File: config.mk
export PLATFORM = sky130hd
export DESIGN_NAME = eu_operand_fetch_ctrl_flat
export DESIGN_NICKNAME = d
export VERILOG_FILES = /design/src/rtl/eu_operand_fetch_ctrl_if.sv /design/src/rtl/eu_operand_fetch_ctrl.sv /design/src/flat_wrapper.sv
export SDC_FILE = /design/constraint.sdc
export NUM_CORES = 1
export LEC_CHECK = 0
export CORE_MARGIN = 3
export CORE_UTILIZATION = 35
export CTS_CLUSTER_SIZE = 10
export DETAILED_ROUTE_END_ITERATION = 8
export PLACE_DENSITY = 0.68
export SETUP_SLACK_MARGIN = 0.2
export SLEW_MARGIN = 20
export SYNTH_ARGS = -nofsm -noshare
export SYNTH_HDL_FRONTEND = slang
export SYNTH_SLANG_ARGS = --single-unit
File: constraint.sdc
create_clock -name clk -period 3 [get_ports clk]
set_input_delay 0.45 -clock clk [delete_from_list [all_inputs] [get_ports clk]]
set_output_delay 0.45 -clock clk [all_outputs]
set_load 0.01 [all_outputs]
File: src/rtl/eu_operand_fetch_ctrl_if.sv
// rtl/eu_operand_fetch_ctrl_if.sv - operand fetch sequencer bus bundle
interface eu_operand_fetch_ctrl_if #(
  parameter int DATA_W = 16,
  parameter int ADDR_W = 8
);
  // instruction queue head
  logic              instr_valid_i;
  logic              instr_ready_o;
  logic              op0_isreg_i;
  logic              op0_isforeign_i;
  logic [ADDR_W-1:0] op0_addr_i;
  logic [DATA_W-1:0] op0_imm_i;
  logic              op1_isreg_i;
  logic              op1_isforeign_i;
  logic [ADDR_W-1:0] op1_addr_i;
  logic [DATA_W-1:0] op1_imm_i;
  // local result cache port
  logic              lreq_valid_o;
  logic [ADDR_W-1:0] lreq_addr_o;
  logic              lreq_ready_i;
  logic              lrsp_valid_i;
  logic [DATA_W-1:0] lrsp_data_i;
  // foreign-EU interconnect port
  logic              freq_valid_o;
  logic [ADDR_W-1:0] freq_addr_o;
  logic              freq_ready_i;
  logic              frsp_valid_i;
  logic [DATA_W-1:0] frsp_data_i;
  // ALU side
  logic              alu_valid_o;
  logic [DATA_W-1:0] alu_op0_o;
  logic [DATA_W-1:0] alu_op1_o;
  logic              alu_ready_i;
  logic              retry_o;

  // master: the fetch controller itself
  modport master (
    input  instr_valid_i, op0_isreg_i, op0_isforeign_i, op0_addr_i, op0_imm_i,
           op1_isreg_i, op1_isforeign_i, op1_addr_i, op1_imm_i,
           lreq_ready_i, lrsp_valid_i, lrsp_data_i,
           freq_ready_i, frsp_valid_i, frsp_data_i, alu_ready_i,
    output instr_ready_o, lreq_valid_o, lreq_addr_o, freq_valid_o, freq_addr_o,
           alu_valid_o, alu_op0_o, alu_op1_o, retry_o
  );

  // slave: queue, caches, interconnect and ALU around it
  modport slave (
    output instr_valid_i, op0_isreg_i, op0_isforeign_i, op0_addr_i, op0_imm_i,
           op1_isreg_i, op1_isforeign_i, op1_addr_i, op1_imm_i,
           lreq_ready_i, lrsp_valid_i, lrsp_data_i,
           freq_ready_i, frsp_valid_i, frsp_data_i, alu_ready_i,
    input  instr_ready_o, lreq_valid_o, lreq_addr_o, freq_valid_o, freq_addr_o,
           alu_valid_o, alu_op0_o, alu_op1_o, retry_o
  );
endinterface

File: src/rtl/eu_operand_fetch_ctrl.sv
// rtl/eu_operand_fetch_ctrl.sv - per-EU operand fetch sequencer (local + foreign ports)
module eu_operand_fetch_ctrl #(
  parameter int DATA_W  = 16,
  parameter int ADDR_W  = 8,
  parameter int TIMEOUT = 15
) (
  input logic                   clk,
  input logic                   reset_n,
  eu_operand_fetch_ctrl_if.master bus
);
  localparam int TW = (TIMEOUT < 2) ? 1 : $clog2(TIMEOUT + 1);
  localparam logic [TW-1:0] TMO_LAST = TW'(TIMEOUT - 1);

  typedef enum logic [1:0] {IDLE, FETCH, ISSUE} state_t;

  state_t            state, state_n;
  logic [1:0]        pend, isf;
  logic [ADDR_W-1:0] addr0, addr1;
  logic [DATA_W-1:0] op0_q, op1_q;
  logic              l_out, l_tag, f_out, f_tag;
  logic [TW-1:0]     timer;

  logic       accept, l_any, f_any, l_sel, f_sel;
  logic       l_hs, f_hs, l_done, f_done, f_tmo;
  logic [1:0] pend_clr, pend_after;

  // port arbitration, handshakes and next state
  always_comb begin
    state_n  = state;
    pend_clr = 2'b00;
    l_any    = (pend[0] & ~isf[0]) | (pend[1] & ~isf[1]);
    f_any    = (pend[0] & isf[0]) | (pend[1] & isf[1]);
    // op0 wins whenever it still needs that port
    l_sel    = ~(pend[0] & ~isf[0]);
    f_sel    = ~(pend[0] & isf[0]);

    bus.lreq_valid_o = (state == FETCH) & l_any & ~l_out;
    bus.lreq_addr_o  = l_sel ? addr1 : addr0;
    bus.freq_valid_o = (state == FETCH) & f_any & ~f_out;
    bus.freq_addr_o  = f_sel ? addr1 : addr0;

    l_hs   = bus.lreq_valid_o & bus.lreq_ready_i;
    f_hs   = bus.freq_valid_o & bus.freq_ready_i;
    l_done = l_out & bus.lrsp_valid_i;
    f_done = f_out & bus.frsp_valid_i;
    // the cycle whose edge brings the timer up to TIMEOUT
    f_tmo  = f_out & ~bus.frsp_valid_i & (timer == TMO_LAST);
    bus.retry_o = f_tmo;

    if (l_done) pend_clr[l_tag] = 1'b1;
    if (f_done) pend_clr[f_tag] = 1'b1;
    pend_after = pend & ~pend_clr;

    bus.alu_valid_o   = (state == ISSUE);
    bus.alu_op0_o     = op0_q;
    bus.alu_op1_o     = op1_q;
    bus.instr_ready_o = reset_n & ((state == IDLE) | ((state == ISSUE) & bus.alu_ready_i));
    accept = bus.instr_valid_i & bus.instr_ready_o;

    case (state)
      IDLE:    if (accept) state_n = (bus.op0_isreg_i | bus.op1_isreg_i) ? FETCH : ISSUE;
      FETCH:   if (pend_after == 2'b00) state_n = ISSUE;
      ISSUE: begin
        if (bus.alu_ready_i) begin
          if (accept) state_n = (bus.op0_isreg_i | bus.op1_isreg_i) ? FETCH : ISSUE;
          else        state_n = IDLE;
        end
      end
      default: state_n = IDLE;
    endcase
  end

  // state, operand capture, outstanding tracking and timeout timer
  always_ff @(posedge clk) begin
    if (!reset_n) begin
      state <= IDLE;
      pend  <= 2'b00;
      isf   <= 2'b00;
      addr0 <= '0;
      addr1 <= '0;
      op0_q <= '0;
      op1_q <= '0;
      l_out <= 1'b0;
      l_tag <= 1'b0;
      f_out <= 1'b0;
      f_tag <= 1'b0;
      timer <= '0;
    end else begin
      state <= state_n;
      if (accept) begin
        pend  <= {bus.op1_isreg_i, bus.op0_isreg_i};
        isf   <= {bus.op1_isforeign_i, bus.op0_isforeign_i};
        addr0 <= bus.op0_addr_i;
        addr1 <= bus.op1_addr_i;
        if (!bus.op0_isreg_i) op0_q <= bus.op0_imm_i;
        if (!bus.op1_isreg_i) op1_q <= bus.op1_imm_i;
      end else begin
        pend <= pend_after;
      end

      if (l_done) begin
        l_out <= 1'b0;
        if (l_tag) op1_q <= bus.lrsp_data_i;
        else       op0_q <= bus.lrsp_data_i;
      end else if (l_hs) begin
        l_out <= 1'b1;
        l_tag <= l_sel;
      end

      // a timed-out operand keeps its tag and pending bit; the normal rule re-requests it
      if (f_done) begin
        f_out <= 1'b0;
        if (f_tag) op1_q <= bus.frsp_data_i;
        else       op0_q <= bus.frsp_data_i;
      end else if (f_tmo) begin
        f_out <= 1'b0;
      end else if (f_hs) begin
        f_out <= 1'b1;
        f_tag <= f_sel;
        timer <= '0;
      end else if (f_out) begin
        timer <= timer + 1'b1;
      end
    end
  end
endmodule
File: src/flat_wrapper.sv
// flat-port wrapper written by rule: the top's interface ports become plain ports
module eu_operand_fetch_ctrl_flat 
#(
  parameter int DATA_W  = 16,
  parameter int ADDR_W  = 8,
  parameter int TIMEOUT = 15
)
  (clk, reset_n, bus_instr_valid_i, bus_op0_isreg_i, bus_op0_isforeign_i, bus_op0_addr_i, bus_op0_imm_i, bus_op1_isreg_i, bus_op1_isforeign_i, bus_op1_addr_i, bus_op1_imm_i, bus_lreq_ready_i, bus_lrsp_valid_i, bus_lrsp_data_i, bus_freq_ready_i, bus_frsp_valid_i, bus_frsp_data_i, bus_alu_ready_i, bus_instr_ready_o, bus_lreq_valid_o, bus_lreq_addr_o, bus_freq_valid_o, bus_freq_addr_o, bus_alu_valid_o, bus_alu_op0_o, bus_alu_op1_o, bus_retry_o);
  eu_operand_fetch_ctrl_if #(.DATA_W(DATA_W), .ADDR_W(ADDR_W)) bus_i ();
  input logic clk;
  input logic reset_n;
  input wire logic [$bits(bus_i.instr_valid_i)-1:0] bus_instr_valid_i;
  input wire logic [$bits(bus_i.op0_isreg_i)-1:0] bus_op0_isreg_i;
  input wire logic [$bits(bus_i.op0_isforeign_i)-1:0] bus_op0_isforeign_i;
  input wire logic [$bits(bus_i.op0_addr_i)-1:0] bus_op0_addr_i;
  input wire logic [$bits(bus_i.op0_imm_i)-1:0] bus_op0_imm_i;
  input wire logic [$bits(bus_i.op1_isreg_i)-1:0] bus_op1_isreg_i;
  input wire logic [$bits(bus_i.op1_isforeign_i)-1:0] bus_op1_isforeign_i;
  input wire logic [$bits(bus_i.op1_addr_i)-1:0] bus_op1_addr_i;
  input wire logic [$bits(bus_i.op1_imm_i)-1:0] bus_op1_imm_i;
  input wire logic [$bits(bus_i.lreq_ready_i)-1:0] bus_lreq_ready_i;
  input wire logic [$bits(bus_i.lrsp_valid_i)-1:0] bus_lrsp_valid_i;
  input wire logic [$bits(bus_i.lrsp_data_i)-1:0] bus_lrsp_data_i;
  input wire logic [$bits(bus_i.freq_ready_i)-1:0] bus_freq_ready_i;
  input wire logic [$bits(bus_i.frsp_valid_i)-1:0] bus_frsp_valid_i;
  input wire logic [$bits(bus_i.frsp_data_i)-1:0] bus_frsp_data_i;
  input wire logic [$bits(bus_i.alu_ready_i)-1:0] bus_alu_ready_i;
  output wire logic [$bits(bus_i.instr_ready_o)-1:0] bus_instr_ready_o;
  output wire logic [$bits(bus_i.lreq_valid_o)-1:0] bus_lreq_valid_o;
  output wire logic [$bits(bus_i.lreq_addr_o)-1:0] bus_lreq_addr_o;
  output wire logic [$bits(bus_i.freq_valid_o)-1:0] bus_freq_valid_o;
  output wire logic [$bits(bus_i.freq_addr_o)-1:0] bus_freq_addr_o;
  output wire logic [$bits(bus_i.alu_valid_o)-1:0] bus_alu_valid_o;
  output wire logic [$bits(bus_i.alu_op0_o)-1:0] bus_alu_op0_o;
  output wire logic [$bits(bus_i.alu_op1_o)-1:0] bus_alu_op1_o;
  output wire logic [$bits(bus_i.retry_o)-1:0] bus_retry_o;
  assign bus_i.instr_valid_i = bus_instr_valid_i;
  assign bus_i.op0_isreg_i = bus_op0_isreg_i;
  assign bus_i.op0_isforeign_i = bus_op0_isforeign_i;
  assign bus_i.op0_addr_i = bus_op0_addr_i;
  assign bus_i.op0_imm_i = bus_op0_imm_i;
  assign bus_i.op1_isreg_i = bus_op1_isreg_i;
  assign bus_i.op1_isforeign_i = bus_op1_isforeign_i;
  assign bus_i.op1_addr_i = bus_op1_addr_i;
  assign bus_i.op1_imm_i = bus_op1_imm_i;
  assign bus_i.lreq_ready_i = bus_lreq_ready_i;
  assign bus_i.lrsp_valid_i = bus_lrsp_valid_i;
  assign bus_i.lrsp_data_i = bus_lrsp_data_i;
  assign bus_i.freq_ready_i = bus_freq_ready_i;
  assign bus_i.frsp_valid_i = bus_frsp_valid_i;
  assign bus_i.frsp_data_i = bus_frsp_data_i;
  assign bus_i.alu_ready_i = bus_alu_ready_i;
  assign bus_instr_ready_o = bus_i.instr_ready_o;
  assign bus_lreq_valid_o = bus_i.lreq_valid_o;
  assign bus_lreq_addr_o = bus_i.lreq_addr_o;
  assign bus_freq_valid_o = bus_i.freq_valid_o;
  assign bus_freq_addr_o = bus_i.freq_addr_o;
  assign bus_alu_valid_o = bus_i.alu_valid_o;
  assign bus_alu_op0_o = bus_i.alu_op0_o;
  assign bus_alu_op1_o = bus_i.alu_op1_o;
  assign bus_retry_o = bus_i.retry_o;
  eu_operand_fetch_ctrl #(.DATA_W(DATA_W), .ADDR_W(ADDR_W), .TIMEOUT(TIMEOUT)) u_core (.clk(clk), .reset_n(reset_n), .bus(bus_i));
endmodule
### Yosys cells after proc, flatten, opt, wreduce, memory -nomap -nowiden

Index checks and enable logic that the tools add are counted.

| storage, ports and cells | value |
|---|---|
| output and inout port bits | 53 |
| flip-flop bits (word level) | 62 |
| input bits | 92 |
| logic and storage cells | 98 |

| cells by class | value |
|---|---|
| reduce and logical (&&, ||, !) cells | 11 |
| add/sub/neg operators | 1 |
| bitwise gates (word level) | 35 |
| muxes and demuxes | 29 |
| equality and inequality tests | 6 |
| $lt $le $gt $ge | 4 |

Operators with widths:

| kind | number |
|---|---|
| $mux W16 | 12 |
| $and A1 B1 Y1 | 17 |
| $mux W2 | 8 |
| $mux W8 | 2 |
| $not A1 Y1 | 11 |
| $reduce_and A3 Y1 | 3 |
| $mux W4 | 2 |
| $pmux W2 S3 | 1 |
| $add A4 B1 Y4 const B | 1 |
| $eq A4 B4 Y1 const B | 1 |
| $logic_not A2 Y1 | 2 |
| $lt A1 B2 Y1 const B | 2 |
| $ne A2 B2 Y1 const B | 2 |
| $or A1 B1 Y1 | 4 |
| $reduce_or A3 Y1 | 1 |
| $and A2 B2 Y2 | 1 |
| $demux W1 S1 | 2 |
| $eq A2 B1 Y1 const B | 1 |
| $eq A2 B2 Y1 const B | 1 |
| $ge A1 B1 Y1 const B | 2 |
| $logic_and A1 B1 Y1 | 2 |
| $mux W1 | 2 |
| $ne A2 B1 Y1 const B | 1 |
| $not A2 Y2 | 1 |
| other kinds (4) | 4 |

### Longest topological paths before layout

| depth | value |
|---|---|
| depth after elaboration | 12 |
| gate-level depth with buffers | 6 |
| depth with buffers taken out | 6 |

### Worst setup path before layout

No wires, ideal clock.

| timing | value |
|---|---|
| path kind | flip-flop to output port |
| start point | register u_core.pend[0] |
| end point | output port bus_lreq_addr_o[0] |
| setup slack | 1.319 ns |
| path buffers | 1 |
| stages on the path, launching flop included | 4 |
| data required time | 2.550 ns |
| arrival time | 1.231 ns |
| cell sequence | dfxtp_1 -> nor2b_1 -> buf_1 -> mux2_2 |

| on the way | value |
|---|---|
| cells in the longest elaborated chain, start to end | 2 |

RTL lines:

| what | line | source |
|---|---|---|
| start, declared | eu_operand_fetch_ctrl.sv:17 | `logic [1:0] pend, isf;` |
| start signal, assigned | eu_operand_fetch_ctrl.sv:91 | `pend <= {bus.op1_isreg_i, bus.op0_isreg_i};` |
| start signal, assigned | eu_operand_fetch_ctrl.sv:98 | `pend <= pend_after;` |
| $and A1 B1 Y1 | eu_operand_fetch_ctrl.sv:34 | `l_sel = ~(pend[0] & ~isf[0]);` |
| $mux W8 | eu_operand_fetch_ctrl.sv:38 | `bus.lreq_addr_o = l_sel ? addr1 : addr0;` |
| end, declared | flat_wrapper.sv:30 | `output wire logic [$bits(bus_i.lreq_addr_o)-1:0] bus_lreq_addr_o;` |

Every way passes these cells.

### Worst setup path in the final report

| timing | value |
|---|---|
| start point | register u_core.pend[0] |
| end point | output port bus_lreq_addr_o[3] |

The elaborated chain is that of the path after synthesis.

==> impl_metrics.json <==
{
  "hold_buffers": 0,
  "grt_pass1_wl_um": 19400,
  "wl_per_cell_um": 19.0,
  "clk_latency_ps": 340,
  "cts_tree": "done",
  "placed_area_um2": 4940,
  "place_hpwl_um": 9130,
  "cts_buffer_depth": 2,
  "cts_buffers": 9,
  "netlist_area_um2": 3390,
  "cts_resized": 0,
  "drt-initial-drc-count": 212,
  "synth_edf_count": 0,
  "grt_start_max_net_pins": 35,
  "worstPathArrival_ps": 1970,
  "setup_viol": 0,
  "start_util": 0.363,
  "viasPerCell": 5.58,
  "grt.overflow.total": 0,
  "syn-num-nets": 480,
  "outcome": "finished, final reports clean",
  "path_max_fanout": 11,
  "dr.pass1.iters": 5,
  "die_width_um": 104,
  "cts_root_buf": "clkbuf_8",
  "cts_setup_buffers": 0,
  "ys_seq_area_frac": 0.366,
  "postLayoutCellArea_um2": 5160,
  "clock_sinks": 62,
  "final_cell_mix": "144 x clkdlybuf4s50_1, 62 x dfxtp_1, 60 x nand2_1",
  "setup_tns_ps": 0,
  "rows": 35,
  "path_class": "flip-flop to primary output",
  "path_cells": "nor2b_1, buf_4, mux2_2, clkdlybuf4s50_1",
  "hold_path_class": "flip-flop to flip-flop",
  "syn_area_per_cell_um2": 8.78,
  "grtUsageTotal": 0.222,
  "synthCells": 386,
  "core_area_um2": 9330,
  "fin_crit_ps": 2420,
  "synth_cell_types": 45,
  "drt_wl_total_um": 12500,
  "path_clk_slew_ps": 70,
  "irDropWorstVdd_uv": 203,
  "required_ps": 2550,
  "vias": 3670,
  "gp_congestion": 0.888,
  "die_height_um": 104,
  "fmax_mhz": 413,
  "diodes": 0,
  "yosys_warnings": 0,
  "critPathSlowestCell": "clkdlybuf4s50_1",
  "clock_skew_ps": 5.60,
  "regToRegSetupSlack_ps": 1120,
  "hold_viol_final": 0,
  "mostFrequentLayoutCell": "clkdlybuf4s50_1",
  "antenna_left": 0,
  "pin_count": 145,
  "final_nets": 618,
  "r2r.worst_path.cells": 6,
  "area.growth.synth_to_final_pct": 52.3,
  "h-tree-depth": 3,
  "antenna_found_initial": 0,
  "die_area_um2": 10900,
  "slew_headroom": 0.541,
  "rsz0062_at_grt": "false",
  "p_leak_uw": 0.00178,
  "grt_pass1_vias": 3707,
  "synth_ff_type": "dfxtp_1",
  "drc": 0,
  "critPathCaptureType": "primary output",
  "whs_path_depth": 2,
  "ys_ff_latch": 62,
  "drive_gt1_frac": 0.138,
  "io_buffers": 144,
  "drv_slew": 0,
  "cpPeakStageDelay_ps": 510,
  "worstSetupStartpointType": "flip-flop",
  "max_cap_violations": 0,
  "async_reset_ff_frac": 0,
  "tightest_slew_ps": 686,
  "p_per_area_nw_per_um2": 403,
  "fin_crit_sh": 0.807
}
==> sequential cells by signal, summed over array words and instances (netlist names), 2 cells and up <==
name / cells
u_core.addr1: 8
u_core.state: 2
u_core.isf: 2
u_core.bus.alu_op1_o: 16
u_core.addr0: 8
u_core.timer: 4
u_core.pend: 2
u_core.bus.alu_op0_o: 16
==> per-stage QoR <==
| step | utilization | hold slack, ps | total power (µW) | std cells | setup slack (ps) |
|---|---|---|---|---|---|
| 2_1_floorplan | - | 443 | 1060 | 386 | 1320 |
| 3_3_place_gp | 0.530 | 450 | 1290 | 642 | 677 |
| 3_5_place_dp | 0.530 | 460 | 1300 | 642 | 652 |
| 4_1_cts | 0.553 | 471 | 2100 | 658 | 563 |
| 5_1_grt | 0.553 | 500 | 2170 | 658 | 487 |
| 6_report | 0.553 | 471 | 2080 | 658 | 579 |
==> cell type report <==
type	instances	area (µm²)
inverters	3	11.3
clock inverters	4	53.8
well taps	129	161
flip-flops and latches	62	1240
fillers	879	4170
repair buffers	160	1560
multi-input cells	288	1970
clock buffers	12	165
==> logic make-up (layout without fill, tap and decap cells) <==
| logic type | after synthesis | in the layout | share of synthesized area |
|---|---|---|---|
| compound gates | 133 | 133 | 0.331 |
| flops | 62 | 62 | 0.366 |
| mux | 17 | 17 | 0.0561 |
| simple gates | 135 | 135 | 0.183 |
| fa+ha+maj | 2 | 2 | 0.00738 |
| buf+inv | 36 | 179 | 0.0543 |
| xor+xnor | 1 | 1 | 0.00259 |
==> cell usage after synthesis, types with 6 or more instances <==
library cell	count	area share
a211oi_1	13	0.029
a211oi_2	19	0.070
a21oi_1	25	0.037
buf_2	8	0.012
clkbuf_1	14	0.016
dfxtp_1	62	0.37
mux2_2	16	0.053
nand2_1	60	0.066
nand2b_1	6	0.011
nand3_1	7	0.010
nor2_1	40	0.044
o31a_1	32	0.083
o32ai_1	32	0.083
==> power by group <==
part	leakage [µW]	total, µW	switching, µW	internal, µW
clock	0.000105	795	342	453
combinational	0.00117	406	177	229
sequential	0.000504	879	24.7	854
==> routing by layer <==
layer | track usage | routed length, µm
met5 | 0 | 0
met4 | 0.0836 | 299
met3 | 0.0646 | 1180
met2 | 0.357 | 5770
met1 | 0.281 | 5240
==> worst max-delay path: cells and delay by family, from the launching register on <==
kind / cells / cell delay [ps]
flip-flops: 1 / 410
multiplexers: 1 / 360
buffers and inverters: 2 / 700
AND/OR/NAND/NOR: 1 / 150
==> final timing paths <==
| path | start | end |
|---|---|---|
| worst max-delay path | u_core.pend[0] | bus_lreq_addr_o[3] |
| worst min-delay path | u_core.addr0[4] | u_core.addr0[4] |
| worst max register to register | u_core.state[1] | u_core.bus.alu_op0_o[14] |
| worst min register to register | u_core.addr0[4] | u_core.addr0[4] |
(Power assumes the default switching activity.)
